[config.mk]
export PLATFORM = sky130hd
export DESIGN_NAME = pc_predict_unit
export DESIGN_NICKNAME = d
export VERILOG_FILES = /design/src/rtl/pc_predict_unit.sv
export SDC_FILE = /design/constraint.sdc
export NUM_CORES = 1
export LEC_CHECK = 0
export CORE_MARGIN = 2
export CORE_UTILIZATION = 60
export CTS_CLUSTER_SIZE = 40
export DETAILED_ROUTE_END_ITERATION = 10
export PLACE_DENSITY = 0.79
export SKIP_CTS_REPAIR_TIMING = 1
export SYNTH_ARGS = -nofsm -noshare
export SYNTH_HDL_FRONTEND = slang
export SYNTH_SLANG_ARGS = --single-unit
[constraint.sdc]
create_clock -name i_clk -period 3.9 [get_ports i_clk]
set_input_delay 0.78 -clock i_clk [delete_from_list [all_inputs] [get_ports i_clk]]
set_output_delay 0.78 -clock i_clk [all_outputs]
set_load 0.1 [all_outputs]
[src/rtl/pc_predict_unit.sv]
// Fetch PC generator with trap/redirect/stall priority and a
// direct-mapped BTB using 2-bit saturating direction counters.
module pc_predict_unit #(
  parameter int               WIDTH        = 32,
  parameter logic [WIDTH-1:0] RESET_VECTOR = '0,
  parameter int               BTB_ENTRIES  = 8
) (
  input  logic             i_clk,
  input  logic             i_rst_n,
  input  logic             i_stall,
  input  logic             i_redirect,
  input  logic [WIDTH-1:0] i_redirect_target,
  input  logic             i_trap,
  input  logic [WIDTH-1:0] i_trap_vector,
  input  logic             i_upd_valid,
  input  logic [WIDTH-1:0] i_upd_pc,
  input  logic [WIDTH-1:0] i_upd_target,
  input  logic             i_upd_taken,
  output logic [WIDTH-1:0] o_pc,
  output logic             o_pred_taken,
  output logic [WIDTH-1:0] o_pred_target
);

  localparam int IDX = $clog2(BTB_ENTRIES);
  localparam int TW  = WIDTH - IDX - 2;
  localparam logic [WIDTH-1:0] ALIGN = ~WIDTH'(3);

  logic [WIDTH-1:0] r_pc;
  logic             r_valid [BTB_ENTRIES];
  logic [TW-1:0]    r_tag   [BTB_ENTRIES];
  logic [WIDTH-1:0] r_tgt   [BTB_ENTRIES];
  logic [1:0]       r_ctr   [BTB_ENTRIES];

  logic [IDX-1:0]   w_idx;
  logic             w_hit;
  logic             w_pred;
  logic [WIDTH-1:0] w_pred_tgt;
  logic [WIDTH-1:0] w_next_pc;
  logic [IDX-1:0]   w_uidx;
  logic [TW-1:0]    w_utag;
  logic             w_uhit;
  logic [1:0]       w_uctr;
  logic [1:0]       w_ctr_nx;
  logic             w_unused;

  // Lookup on the registered PC
  assign w_idx      = r_pc[IDX+1:2];
  assign w_hit      = r_valid[w_idx] &&
                      (r_tag[w_idx] == r_pc[WIDTH-1:IDX+2]);
  assign w_pred     = w_hit && r_ctr[w_idx][1];
  assign w_pred_tgt = w_hit ? r_tgt[w_idx] : '0;

  always_comb begin
    w_next_pc = r_pc + WIDTH'(4);
    if (i_trap)
      w_next_pc = i_trap_vector & ALIGN;
    else if (i_redirect)
      w_next_pc = i_redirect_target & ALIGN;
    else if (i_stall)
      w_next_pc = r_pc;
    else if (w_pred)
      w_next_pc = w_pred_tgt;
  end

  assign w_uidx = i_upd_pc[IDX+1:2];
  assign w_utag = i_upd_pc[WIDTH-1:IDX+2];
  assign w_uhit = r_valid[w_uidx] && (r_tag[w_uidx] == w_utag);
  assign w_uctr = r_ctr[w_uidx];
  assign w_unused = ^i_upd_pc[1:0];

  always_comb begin
    w_ctr_nx = w_uctr;
    if (i_upd_taken) begin
      if (w_uctr != 2'b11) w_ctr_nx = w_uctr + 2'b01;
    end else begin
      if (w_uctr != 2'b00) w_ctr_nx = w_uctr - 2'b01;
    end
  end

  always_ff @(posedge i_clk or negedge i_rst_n) begin
    if (!i_rst_n) begin
      r_pc <= RESET_VECTOR & ALIGN;
    end else begin
      r_pc <= w_next_pc;
    end
  end

  always_ff @(posedge i_clk or negedge i_rst_n) begin
    if (!i_rst_n) begin
      for (int i = 0; i < BTB_ENTRIES; i++) begin
        r_valid[i] <= 1'b0;
        r_tag[i]   <= '0;
        r_tgt[i]   <= '0;
        r_ctr[i]   <= 2'b01;
      end
    end else if (i_upd_valid) begin
      if (w_uhit) begin
        r_ctr[w_uidx] <= w_ctr_nx;
        if (i_upd_taken)
          r_tgt[w_uidx] <= i_upd_target & ALIGN;
      end else if (i_upd_taken) begin
        // Miss-and-taken always steals the slot
        r_valid[w_uidx] <= 1'b1;
        r_tag[w_uidx]   <= w_utag;
        r_tgt[w_uidx]   <= i_upd_target & ALIGN;
        r_ctr[w_uidx]   <= 2'b10;
      end
    end
  end

  assign o_pc          = r_pc;
  assign o_pred_taken  = w_pred;
  assign o_pred_target = w_pred_tgt;

endmodule

==> metrics <==
multiplexer share of the synthesized area=33.7%; ys flop type=dfrtp_1; nets@finish=2582; antenna-violating nets left=0; Synth Instances=2140; Period Utilization, post-route=114%; Slew headroom=29.4%; CP bufs+invs=6; CTS Root Cell=clkbuf_16; Hold Path Class=in -> async; Comb power frac=29.5%; Max Freq=225 MHz; Avg WL per Cell=25.9 um; r2r setup slk=250 ps; RePlAce Congestion=0.943; DPL Wire Length=54600 um; layout cells sized above 1=42.1%; Max-Cap Viols=0; maximum vdd drop=0.000507 V; largest net degree at the start of global routing=98; Core Footprint=0.0452 mm^2; Internal Power=12.1 mW; Clock Skew=25.5 ps; failing checks=negative setup slack; FP Rows=78; Final setup viols=31; grt total ovfl=0; slowest CP cell=dfrtp_4; Initial Util=60.5%; register share of total power=41.7%; Post-Route Utilization=75.0%; first-pass GRT wire length=122000 um; Yosys top cell area share=46.0%; critical path class=reg -> out; compound-gate portion of the synthesized area=6.14%; register bit count reported by yosys=510; clock sink total=510; crit-path cells=buf_6 -> buf_16 -> buf_6 -> nor2b_4 -> a22o_1 -> or3_4 -> nand2_1 -> nand4_1 -> nor4_4 -> buf_4 -> nand2_8 -> buf_12 -> nor2_4 -> buf_12; Clock power frac=28.8%; highest-count cells in the layout ignoring fill and taps=dfrtp_1 (499), mux2_2 (475), buf_4 (210), clkdlybuf4s50_1 (145), mux4_2 (111); placed cell area=0.0318 mm^2; largest area contributor in the netlist=dfrtp_1; chip width=217 um; DRC Markers=0; Arr. time, crit path=3660 ps; die area=0.0473 mm^2; Mapped Area=0.0273 mm^2; worst skew pair latency=610 ps; Clock H-tree levels=2; crit-path max cell delay=500 ps; final non-filler cell total=3097; number of global-route vias before repair=20900; initial antenna violation count=11; Max clock buf depth=3; most common library cell in the layout ignoring fill and taps=dfrtp_1; Switch Pwr=5.44 mW; Switching Share=31.0%; placed cell count=2973; Post-Route WL=80300 um; Slew @ Worst Pin=1060 ps; CP Launch Type=flip-flop; Mean Syn Cell Area=12.8 um^2; Final Max Slew Viols=0; Post-synth EDFFs=0; P per Cell Area=518 mW/mm^2; async set-reset flop share out of synthesis=100%; Top Ports=200; crit end category=output port; PortBufs=187; ranking of synthesized cells by area=dfrtp_1 (46%), mux2_2 (20%), mux4_2 (9.2%); Adder-Cell Fraction of Synth Area=0.119%; first-pass detailed-route iteration total=5; sequential area share after synthesis=46.7%; initial DRC count=1885; library cells used by synthesis=67; Post-Synth XOR/XNOR Area=2.34%; area grow syn2layout=24.1%; main combinational cell family by area after synthesis=multiplexers; DR vias/cell=6.51; Final Critical Period=4440 ps; Num CTS Buffers=53; worst hold margin=229 ps; via total after detailed routing=20200; status=finished, violations left; YS warnings=0; TritonCTS clock tree=done; Tot Pwr=17.5 mW; unrepaired setup endpoints after global routing=yes; final instance area=0.0339 mm^2; DIE HEIGHT=217 um; Reg clk slew, reported paths=60 ps; P_leak=14.3 nW; fin worst setup slack=-545 ps; gr usage total=34.0%; Hold Vio Cnt, Final=0; CP Max Fanout=12; CP top delay family=simple AND/OR/NAND/NOR gates; post-synthesis simple-gate area fraction=7.31%; Required @ worst endpoint=3120 ps
-- per-layer routing --
metal  global-route usage (%)  vias to the layer above  routed length [um]
met5                        0                        -                  69
met4                     18.0                       10                4130
met3                     6.64                      263                6070
met2                     55.2                      939               39200
met1                     43.5                    10400               30900
li1                         -                     8571                   -
-- cell type report --
| class | count | area (um^2) |
|---|---|---|
| multi-input combinational | 1428 | 14100 |
| sequential | 510 | 12800 |
| fill | 2785 | 11300 |
| timing repair buffer | 432 | 4480 |
| clock buffer | 77 | 1540 |
| tap | 600 | 751 |
| clock inverter | 22 | 199 |
| inverter | 21 | 78.8 |
| antenna | 7 | 17.5 |
-- cell usage after synthesis, drive strengths merged (16+ instances only) --
cell / count
mux2i: 104
o21ai: 28
mux2: 503
xor2: 23
nor2: 141
nand3b: 17
nand3: 27
inv: 20
a22oi: 20
clkbuf: 63
a21oi: 56
buf: 121
mux4: 111
dfrtp: 502
or3: 16
nor2b: 38
a221oi: 38
nor3: 35
xnor2: 50
nand2: 50
-- path summary, 6_finish.rpt --
path / startpoint / cells after the start / to
worst max-delay path: o_pc[3] / 14 / o_pred_target[2]
worst min-delay path: i_rst_n / 1 / r_ctr[11]
worst max register to register: o_pc[3] / 12 / o_pc[2]
worst min register to register: r_tgt[141] / 1 / r_tgt[141]
max in group asynchronous: i_rst_n / 2 / r_tgt[89]
min in group i_clk: r_tgt[141] / 1 / r_tgt[141]
-- state kept, by name, indices dropped and copies added (netlist names) --
| signal | cells |
|---|---|
| r_valid | 8 |
| r_ctr | 16 |
| o_pc | 30 |
| r_tag | 216 |
| r_tgt | 240 |
-- per-stage QoR --
step / worst slack (ps) / setup TNS, ps
after CTS: -751 / -20090
final: -545 / -15640
after detailed placement: -158 / -23010
after floorplan: -320 / -9640
after global placement: -85.3 / -4440
after global routing: -615 / -17340
-- power by group through the flow --
| stage | logic, mW | clock network, mW | registers (mW) |
|---|---|---|---|
| 2_1_floorplan | 3.08 | 0 | 7.30 |
| 3_3_place_gp | 4.84 | 0 | 7.24 |
| 3_5_place_dp | 4.99 | 0 | 7.36 |
| 4_1_cts | 5.02 | 5.11 | 7.28 |
| 5_1_grt | 5.45 | 5.34 | 7.43 |
| 6_report | 5.17 | 5.06 | 7.32 |
-- cells by family after synthesis --
kind of cell	Yosys count
multiplexers	718
buffers and inverters	205
adder cells (fa/ha/maj)	3
AO/OA/AOI/OAI	237
flip-flops	510
other	1
XOR/XNOR	73
AND/OR/NAND/NOR	393
No activity file was read; power rests on OpenSTA's default activity.
